==> src/rtl/seg_codes_pkg.sv <==
// Display codes and segment patterns shared by the
// seven-segment encoder and the readback scanner.
package seg_codes_pkg;

    localparam logic [4:0] CODE_OFF    = 5'd0;
    localparam logic [4:0] CODE_1      = 5'd1;
    localparam logic [4:0] CODE_2      = 5'd2;
    localparam logic [4:0] CODE_3      = 5'd3;
    localparam logic [4:0] CODE_4      = 5'd4;
    localparam logic [4:0] CODE_5      = 5'd5;
    localparam logic [4:0] CODE_6      = 5'd6;
    localparam logic [4:0] CODE_7      = 5'd7;
    localparam logic [4:0] CODE_8      = 5'd8;
    localparam logic [4:0] CODE_9      = 5'd9;
    localparam logic [4:0] CODE_STABLE = 5'd10;
    localparam logic [4:0] CODE_UP     = 5'd11;
    localparam logic [4:0] CODE_DOWN   = 5'd12;
    localparam logic [4:0] CODE_C      = 5'd13;
    localparam logic [4:0] CODE_L      = 5'd14;
    localparam logic [4:0] CODE_TIRE   = 5'd15;
    localparam logic [4:0] CODE_16     = 5'd16;
    localparam logic [4:0] CODE_ERR    = 5'd31;

    // Active-low, bit 6 = a ... bit 0 = g.
    localparam logic [6:0] SEG_OFF    = 7'b1111111;
    localparam logic [6:0] SEG_1      = 7'b1001111;
    localparam logic [6:0] SEG_2      = 7'b0010010;
    localparam logic [6:0] SEG_3      = 7'b0000110;
    localparam logic [6:0] SEG_4      = 7'b1001100;
    localparam logic [6:0] SEG_5      = 7'b0100100;
    localparam logic [6:0] SEG_6      = 7'b0100000;
    localparam logic [6:0] SEG_7      = 7'b0001111;
    localparam logic [6:0] SEG_8      = 7'b0000000;
    localparam logic [6:0] SEG_9      = 7'b0000100;
    localparam logic [6:0] SEG_STABLE = 7'b1111110;
    localparam logic [6:0] SEG_UP     = 7'b1000001;
    localparam logic [6:0] SEG_DOWN   = 7'b0001001;
    localparam logic [6:0] SEG_C      = 7'b0110001;
    localparam logic [6:0] SEG_L      = 7'b1110001;
    localparam logic [6:0] SEG_TIRE   = 7'b1111110;
    localparam logic [6:0] SEG_16     = 7'b1000010;

    typedef enum logic {
        ST_ACQUIRE,
        ST_LOCKED
    } scan_state_t;

endpackage

==> src/rtl/segment_to_binary_scan_if.sv <==
// Bus between the segment scanner and its user:
// sampled panel lines in, recovered digit codes out.
interface segment_to_binary_scan_if;

    logic [3:0]  an_n;
    logic [6:0]  seg_n;
    logic        err_clr;
    logic [19:0] digits;
    logic [3:0]  digit_valid;
    logic        update;
    logic [1:0]  update_idx;
    logic        err;

    modport master (
        output an_n, seg_n, err_clr,
        input  digits, digit_valid, update, update_idx, err
    );

    modport slave (
        input  an_n, seg_n, err_clr,
        output digits, digit_valid, update, update_idx, err
    );

endinterface

==> src/rtl/seg_pattern_decode.sv <==
// Maps a 7-bit active-low segment pattern back to its
// display code; unknown patterns yield CODE_ERR.
module seg_pattern_decode
    import seg_codes_pkg::*;
(
    input  logic [6:0] pattern,
    output logic [4:0] code,
    output logic       illegal
);

    // SEG_TIRE shares its pattern with SEG_STABLE, so it decodes as STABLE.
    always_comb begin
        code = CODE_ERR;
        case (pattern)
            SEG_OFF:    code = CODE_OFF;
            SEG_1:      code = CODE_1;
            SEG_2:      code = CODE_2;
            SEG_3:      code = CODE_3;
            SEG_4:      code = CODE_4;
            SEG_5:      code = CODE_5;
            SEG_6:      code = CODE_6;
            SEG_7:      code = CODE_7;
            SEG_8:      code = CODE_8;
            SEG_9:      code = CODE_9;
            SEG_STABLE: code = CODE_STABLE;
            SEG_UP:     code = CODE_UP;
            SEG_DOWN:   code = CODE_DOWN;
            SEG_C:      code = CODE_C;
            SEG_L:      code = CODE_L;
            SEG_16:     code = CODE_16;
            default:    code = CODE_ERR;
        endcase
    end

    assign illegal = (code == CODE_ERR);

endmodule

==> src/rtl/segment_to_binary_scan.sv <==
// Readback monitor for the multiplexed 4-digit display:
// debounces the anode/segment bus and recovers each digit code.
module segment_to_binary_scan
    import seg_codes_pkg::*;
#(
    parameter int STABLE_CNT = 3,
    parameter int SAMPLE_DIV = 1
)
(
    input  logic clk,
    input  logic rst_n,
    segment_to_binary_scan_if.slave bus
);

    localparam int CW = $clog2(STABLE_CNT + 1);
    localparam int DW = (SAMPLE_DIV > 1) ? $clog2(SAMPLE_DIV) : 1;

    logic [10:0]   sync1;
    logic [10:0]   sync2;
    logic [10:0]   cand;
    logic [10:0]   cpat;
    logic [CW-1:0] cnt;
    logic [DW-1:0] div;
    logic          tick;
    logic          diff;
    logic          commit_now;
    logic          commit_q;
    scan_state_t   state;

    logic [3:0]    an;
    logic [1:0]    idx;
    logic          one_hot;
    logic          multi;
    logic [4:0]    code;
    logic          illegal;
    logic [4:0]    cur;
    logic          err_set;

    logic [19:0]   digits_q;
    logic [3:0]    valid_q;
    logic          update_q;
    logic [1:0]    idx_q;
    logic          err_q;

    // Two-flop synchronizer; idles at all-ones like a blank panel.
    always_ff @(posedge clk or negedge rst_n) begin
        if (!rst_n) begin
            sync1 <= '1;
            sync2 <= '1;
        end else begin
            sync1 <= {bus.an_n, bus.seg_n};
            sync2 <= sync1;
        end
    end

    assign tick = (div == DW'(SAMPLE_DIV - 1));

    // Sample divider producing one tick every SAMPLE_DIV clocks.
    always_ff @(posedge clk or negedge rst_n) begin
        if (!rst_n)
            div <= '0;
        else if (tick)
            div <= '0;
        else
            div <= div + 1'b1;
    end

    assign diff       = tick && (sync2 != cand);
    assign commit_now = (state == ST_ACQUIRE) &&
                        (cnt == CW'(STABLE_CNT));

    // Stability counter and acquire/lock FSM; commit is staged one clock.
    always_ff @(posedge clk or negedge rst_n) begin
        if (!rst_n) begin
            cand     <= '1;
            cnt      <= '0;
            state    <= ST_ACQUIRE;
            commit_q <= 1'b0;
            cpat     <= '1;
        end else begin
            commit_q <= commit_now;
            if (commit_now)
                cpat <= cand;
            if (tick) begin
                if (sync2 != cand) begin
                    cand <= sync2;
                    cnt  <= CW'(1);
                end else if (cnt != CW'(STABLE_CNT)) begin
                    cnt <= cnt + 1'b1;
                end
            end
            if (diff)
                state <= ST_ACQUIRE;
            else if (commit_now)
                state <= ST_LOCKED;
        end
    end

    assign an      = cpat[10:7];
    assign one_hot = $onehot(~an);
    assign multi   = !one_hot && (an != 4'b1111);

    // Lowest active anode selects the digit.
    always_comb begin
        idx = 2'd0;
        for (int i = 3; i >= 0; i--)
            if (!an[i])
                idx = 2'(i);
    end

    seg_pattern_decode u_decode (
        .pattern (cpat[6:0]),
        .code    (code),
        .illegal (illegal)
    );

    assign cur     = digits_q[int'(idx)*5 +: 5];
    assign err_set = commit_q && ((one_hot && illegal) || multi);

    // Digit registers, update pulse and sticky error.
    always_ff @(posedge clk or negedge rst_n) begin
        if (!rst_n) begin
            digits_q <= '0;
            valid_q  <= '0;
            update_q <= 1'b0;
            idx_q    <= '0;
            err_q    <= 1'b0;
        end else begin
            update_q <= 1'b0;
            if (commit_q && one_hot) begin
                digits_q[int'(idx)*5 +: 5] <= code;
                valid_q[idx] <= 1'b1;
                if (!valid_q[idx] || (cur != code)) begin
                    update_q <= 1'b1;
                    idx_q    <= idx;
                end
            end
            if (err_set)
                err_q <= 1'b1;
            else if (bus.err_clr)
                err_q <= 1'b0;
        end
    end

    assign bus.digits      = digits_q;
    assign bus.digit_valid = valid_q;
    assign bus.update      = update_q;
    assign bus.update_idx  = idx_q;
    assign bus.err         = err_q;

endmodule

==> src/flat_wrapper.sv <==
// flat-port wrapper written by rule: the top's interface ports become plain ports
module segment_to_binary_scan_flat import seg_codes_pkg::*;
#(
    parameter int STABLE_CNT = 3,
    parameter int SAMPLE_DIV = 1
)
  (clk, rst_n, bus_an_n, bus_seg_n, bus_err_clr, bus_digits, bus_digit_valid, bus_update, bus_update_idx, bus_err);
  segment_to_binary_scan_if bus_i ();
  input  logic clk;
  input  logic rst_n;
  input wire logic [$bits(bus_i.an_n)-1:0] bus_an_n;
  input wire logic [$bits(bus_i.seg_n)-1:0] bus_seg_n;
  input wire logic [$bits(bus_i.err_clr)-1:0] bus_err_clr;
  output wire logic [$bits(bus_i.digits)-1:0] bus_digits;
  output wire logic [$bits(bus_i.digit_valid)-1:0] bus_digit_valid;
  output wire logic [$bits(bus_i.update)-1:0] bus_update;
  output wire logic [$bits(bus_i.update_idx)-1:0] bus_update_idx;
  output wire logic [$bits(bus_i.err)-1:0] bus_err;
  assign bus_i.an_n = bus_an_n;
  assign bus_i.seg_n = bus_seg_n;
  assign bus_i.err_clr = bus_err_clr;
  assign bus_digits = bus_i.digits;
  assign bus_digit_valid = bus_i.digit_valid;
  assign bus_update = bus_i.update;
  assign bus_update_idx = bus_i.update_idx;
  assign bus_err = bus_i.err;
  segment_to_binary_scan #(.STABLE_CNT(STABLE_CNT), .SAMPLE_DIV(SAMPLE_DIV)) u_core (.clk(clk), .rst_n(rst_n), .bus(bus_i));
endmodule
==> config.mk <==
export PLATFORM = sky130hd
export DESIGN_NAME = segment_to_binary_scan_flat
export DESIGN_NICKNAME = d
export VERILOG_FILES = /design/src/rtl/seg_codes_pkg.sv /design/src/rtl/segment_to_binary_scan_if.sv /design/src/rtl/seg_pattern_decode.sv /design/src/rtl/segment_to_binary_scan.sv /design/src/flat_wrapper.sv
export SDC_FILE = /design/constraint.sdc
export NUM_CORES = 1
export LEC_CHECK = 0
export ABC_AREA = 1
export BUFFER_PORTS_ARGS = -buffer_cell sky130_fd_sc_hd__buf_2
export CAP_MARGIN = 15
export CORE_MARGIN = 2
export CORE_UTILIZATION = 53
export DETAILED_ROUTE_END_ITERATION = 8
export PLACE_DENSITY = 0.83
export SYNTH_ARGS = -nofsm -noshare
export SYNTH_HDL_FRONTEND = slang
export SYNTH_HIERARCHICAL = 1
export SYNTH_SLANG_ARGS = --single-unit
==> constraint.sdc <==
create_clock -name clk -period 2.5 [get_ports clk]
set_input_delay 0.25 -clock clk [delete_from_list [all_inputs] [get_ports clk]]
set_output_delay 0.25 -clock clk [all_outputs]
set_load 0.01 [all_outputs]
### Word-level counts from Yosys, hierarchy flattened

Cells that the tools add are included.

| operators by class | value |
|---|---|
| add/subtract/negate cells | 6 |
| multiply operators | 1 |
| $lt $le $gt $ge | 2 |
| equality and inequality tests | 22 |
| shift-type cells | 3 |
| muxes and demuxes | 19 |
| bitwise operators | 4 |
| reductions and logical operators | 18 |

Operators by type and width:

| kind | number |
|---|---|
| $pmux 5 s16 | 1 |
| $eq 7x7->1 const B | 7 |
| $neg 32->33 | 1 |
| $shift 5x33->20 const A | 1 |
| $shiftx 5x33->20 | 1 |
| $shiftx 20x32->5 | 1 |
| $eq 7x6->1 const B | 3 |
| $bwmux 20 | 1 |
| $eq 7x3->1 const B | 2 |
| $eq 7x4->1 const B | 2 |
| $mux 2 | 6 |
| $ne 11x11->1 | 1 |
| $mux 1 | 9 |
| $eq 7x5->1 const B | 1 |
| $logic_and 1x1->1 | 7 |
| $logic_not 7->1 | 1 |
| $reduce_and 2->1 | 3 |
| $reduce_bool 2->1 | 3 |
| $eq 5x5->1 const B | 1 |
| $mul 2x3->5 const B | 1 |
| $ne 5x5->1 | 1 |
| $add 1x1->2 | 2 |
| $ne 4x4->1 const B | 1 |
| $not 4->4 | 1 |
| other kinds (14) | 17 |

| storage, ports and cells | value |
|---|---|
| flip-flop bits (word level) | 77 |
| output and inout port bits | 28 |
| logic and storage cells | 88 |

### Depth between registers and ports, before layout

| depth | value |
|---|---|
| word-level depth | 10 |
| mapped depth | 17 |
| mapped depth without buffers | 17 |

### Cells and area by module

The synthesis kept the hierarchy.

By module, submodules not included:

| module | times used | cells each | area each (µm²) | seq. area each (µm²) |
|---|---|---|---|---|
| segment_to_binary_scan | 1 | 346 | 3392.0 | 1956.9 |
| seg_pattern_decode | 1 | 86 | 366.6 | 0.0 |

### Least setup slack after synthesis

Ideal clock, no wire load.

| path | value |
|---|---|
| path type | reg2reg |
| start point | register u_core.cpat[8] |
| end point | register u_core.digits_q[10], in the netlist u_core/bus.digits[10] |
| setup time | 101 ps |
| arrival | 2356 ps |
| data required time | 2399 ps |
| path slack | 43 ps |
| cell stages (with the launch flop) | 10 |
| buffers on the path | 0 |
| period minus slack after synthesis | 2457 ps |
| cell sequence | dfstp_2 -> fa_1 -> inv_1 -> ha_1 -> ha_1 -> nor3_1 -> nand2_1 -> nor2_1 -> nand3_1 -> o32ai_1 |

| between the ends | value |
|---|---|
| cells in the longest elaborated chain, start to end | 6 |

Ends and longest elaborated chain:

| element | line | source |
|---|---|---|
| start: declaration | segment_to_binary_scan.sv:21 | `logic [10:0] cpat;` |
| start signal: assignment | segment_to_binary_scan.sv:83 | `cpat <= cand;` |
| $mux 2 (2 in series) | segment_to_binary_scan.sv:107 | `if (!an[i])` |
| $mul 2x3->5 | segment_to_binary_scan.sv:131 | `digits_q[int'(idx)*5 +: 5] <= code;` |
| $neg 32->33 | segment_to_binary_scan.sv:131 |  |
| $shiftx 5x33->20 or $shift 5x33->20 (tied branches) | segment_to_binary_scan.sv:131 |  |
| $bwmux 20 | segment_to_binary_scan.sv:131 |  |
| end signal: indexed assignment | segment_to_binary_scan.sv:131 |  |
| end: declaration | segment_to_binary_scan.sv:39 | `logic [19:0] digits_q;` |

Several ways; a longest one is shown, not always the timed one.
A chain may end at the register's enable or synchronous reset.

### Worst setup path in the final report

| path | value |
|---|---|
| start point | register u_core.cpat[7] |
| end point | register u_core.digits_q[9], in the netlist u_core/bus.digits[9] |

| between the ends | value |
|---|---|
| cells in the longest elaborated chain, start to end | 5 |

Ends and longest elaborated chain:

| element | line |
|---|---|
| $mux 2 or $not 4->4 (tied branches) | segment_to_binary_scan.sv:107, segment_to_binary_scan.sv:100 |
| $mul 2x3->5 or $add 1x1->2 (tied branches) | segment_to_binary_scan.sv:131, segment_to_binary_scan.sv:100 |
| $neg 32->33 or $add 3x3->3 (tied branches) | segment_to_binary_scan.sv:131, segment_to_binary_scan.sv:100 |
| $shiftx 5x33->20 (tied with other cells) | segment_to_binary_scan.sv:131 |
| $bwmux 20 or $logic_and 1x1->1 (tied branches) | segment_to_binary_scan.sv:131, segment_to_binary_scan.sv:130 |

Several ways; a longest one is shown, not always the timed one.

==> metrics.yaml <==
dr.pass1.iters: 5
setup_tns_ns: 0
via_count: 3007
path_cells: "fa_1 > inv_1 > ha_1 > ha_1 > nor3_4 > nand2_4 > buf_4 > nor2_2 > nand2_2 > o21ai_0"
final_core_util_pct: 65.2
max_slew_margin_pct: 67.5
synthFlopType: "dfstp_2"
die_h_um: 88.2
avgSynthCellArea_um2: 8.70
post-synth-top-area-fraction_pct: 30.8
io_buffers: 41
grt_usage_pct: 22.1
hpwlAfterDp_um: 5670
crit_buf_inv: 2
whs_ns: 0.105
route.antenna.remaining_nets: 0
clkSinkCount: 76
p_leak_uw: 0.00224
drc: 0
status: "complete, no violations"
crit_top_cell: "ha_1"
cts_max_level: 3
wire_per_inst_um: 13.4
arrival_ns: 2.69
peakVddDrop_v: 0.000533
fin_nets: 518
yosysMostFrequentCell: "nand2_1"
post-route-period-util_pct: 96.7
antenna_cells: 0
syn_area_um2: 3760
yosysSeqAreaShare_pct: 52.1
syn_to_final_growth_pct: 18.4
drv_cap: 0
hold_viol: 0
grt_pass1_wl_um: 13100
worstPathRequired_ns: 2.77
clk_latency_ns: 0.36
endpoint_kind: "flop"
powerDensity_nw_per_um2: 541
ys_seq_elements: 76
grt_overflow_total: 0
fin_skew_ns: 0.0143
gp_congestion: 0.902
finalPower_uw: 2410
max_freq_mhz: 414
pre_cts_slack_ns: -0.0953
totalWireLength_um: 7930
tritoncts: "yes"
synth.distinct_cells: 30
drt_iter0_drc: 154
post-synth-top-area-cell: "dfstp_2"
die_w_um: 88.2
period_minus_slack_ns: 2.42
critical_path.top_delay_family: "adder cells"
clk_pin_slew_ns: 0.08
initial_utilization_pct: 55.0
antenna_found_initial: 0
ys_warn_count: 6
r2r_slack_ns: 0.08
synth_fp_nets: 459
setup_slack_ns: 0.0821
setup_viol: 0
rsz0062_at_grt: "yes"
crit_type: "flop to flop"
ys_async_sr_fraction_pct: 100
worstMarginPinSlew_ns: 0.483
rows: 30
grt_pass1_vias: 2893
synth-edff-count: 0
slew_violations: 0
cts_buffers: 9
pin_count: 42
path_max_fanout: 6
grt_max_degree: 62
via_per_inst: 5.08
max_stage_delay_ns: 0.53
post-cts-setup-buffer-count: 0
slowest_stage: "fa_1"
clk_path_buf_depth: 2
cts-root-buf: "clkbuf_8"
drive_gt1_share_pct: 30.6
synth_top_cells_by_area: "dfstp_2, dfrtp_1, nand2_1, nand3_1, inv_1"
die-area_um2: 7780
core_um2: 6830
hp-class: "input pin to flop"
synthTopCellsByCount: "nand2_1, inv_1, dfstp_2"
netlist_instances: 432
startpoint_type: "flop"
## cells by family (layout without fill, tap and decap cells)
kind of cell             count (synthesis)  in the layout  synth area share, %
buffers and inverters                   73            137                 8.39
XOR/XNOR                                12             12                 2.80
AO/OA/AOI/OAI                           37             37                 5.69
adder cells (fa/ha/maj)                 13             13                 4.53
flip-flops                              76             76                 52.1
AND/OR/NAND/NOR                        221            221                 26.5
## what timing repair did
item | in CTS | in global routing
gates resized for setup | 5 | 7
hold buffers | 12 | 0
endpoints found under the setup margin | 15 | 23
pin swaps | 1 | 2
endpoints found under the hold margin | 26 | 0
gates cloned | 0 | 0
## placed cells by master, fill, tap and decap left out, drive strengths merged
cell type and n:
o32ai 3, o21a 2, o211ai 2, a21oi 2
buf 57, inv 53, dfstp 44, nand3b 2
clkinv 2, clkinvlp 2, o22ai 6, nand3 44
clkbuf 11, dlygate4sd3 12, nor2 43, o21ai 22
nor3 2, ha 12, nand2 122, nor4 2
dfrtp 32, xor2 12, nand4 6, fa 1
## through the flow
stage | area [um2] | std cells
finish | 4450 | 592
global route | 4450 | 592
CTS | 4430 | 592
detailed placement | 4100 | 564
global placement | 4100 | 564
floorplan | 3760 | 432
## layout make-up
class,instances,area (um2)
Clock buffer,11,153
Clock inverter,5,41.3
Fill cell,568,2380
Inverter,52,195
Multi-Input combinational cell,283,1530
Sequential cell,76,1960
Tap cell,96,120
Timing Repair Buffer,69,458
## sequential cells by signal, summed over array words and instances (netlist names)
register / flops
u_core/state: 1
u_core/commit_q: 1
u_core/cnt: 2
u_core/bus.update: 1
u_core/bus.err: 1
u_core/sync1: 11
u_core/cpat: 11
u_core/bus.digit_valid: 4
u_core/bus.update_idx: 2
u_core/bus.digits: 20
u_core/cand: 11
u_core/sync2: 11
## worst paths after layout
| kind | start | to | cells past startpoint |
|---|---|---|---|
| max in group asynchronous | rst_n | u_core/cpat[4] | 3 |
| hold reg to reg | u_core/sync1[2] | u_core/sync2[2] | 0 |
| hold / removal | bus_err_clr | u_core/bus.err | 2 |
| min in group asynchronous | rst_n | u_core/bus.digits[12] | 2 |
| setup reg to reg | u_core/cpat[7] | u_core/bus.digits[9] | 10 |
| setup / recovery | u_core/cpat[7] | u_core/bus.digits[9] | 10 |
## worst reg2reg max path, delay by kind of cell (launching register included)
kind                     cells  cell delay, ns
buffers and inverters        2            0.23
flip-flops                   1            0.38
AND/OR/NAND/NOR              4            0.56
adder cells (fa/ha/maj)      3            1.02
AO/OA/AOI/OAI                1            0.16
## power breakdown
group | switching, uW | internal, uW
logic | 130 | 69.9
registers | 21.4 | 1290
clock network | 472 | 430
total | 623 | 1790
## layer usage
metal / GRT usage (%) / up-vias / wire length (um) / share of wire (%)
met3: 6.06 / 14 / 519 / 6.5
met4: 9.50 / 0 / 191 / 2.4
met2: 37.5 / 119 / 4020 / 51
met1: 26.6 / 1393 / 3200 / 40
li1: - / 1481 / - / -
met5: 0 / - / 0 / 0
Power figures use the tool's default switching activity.
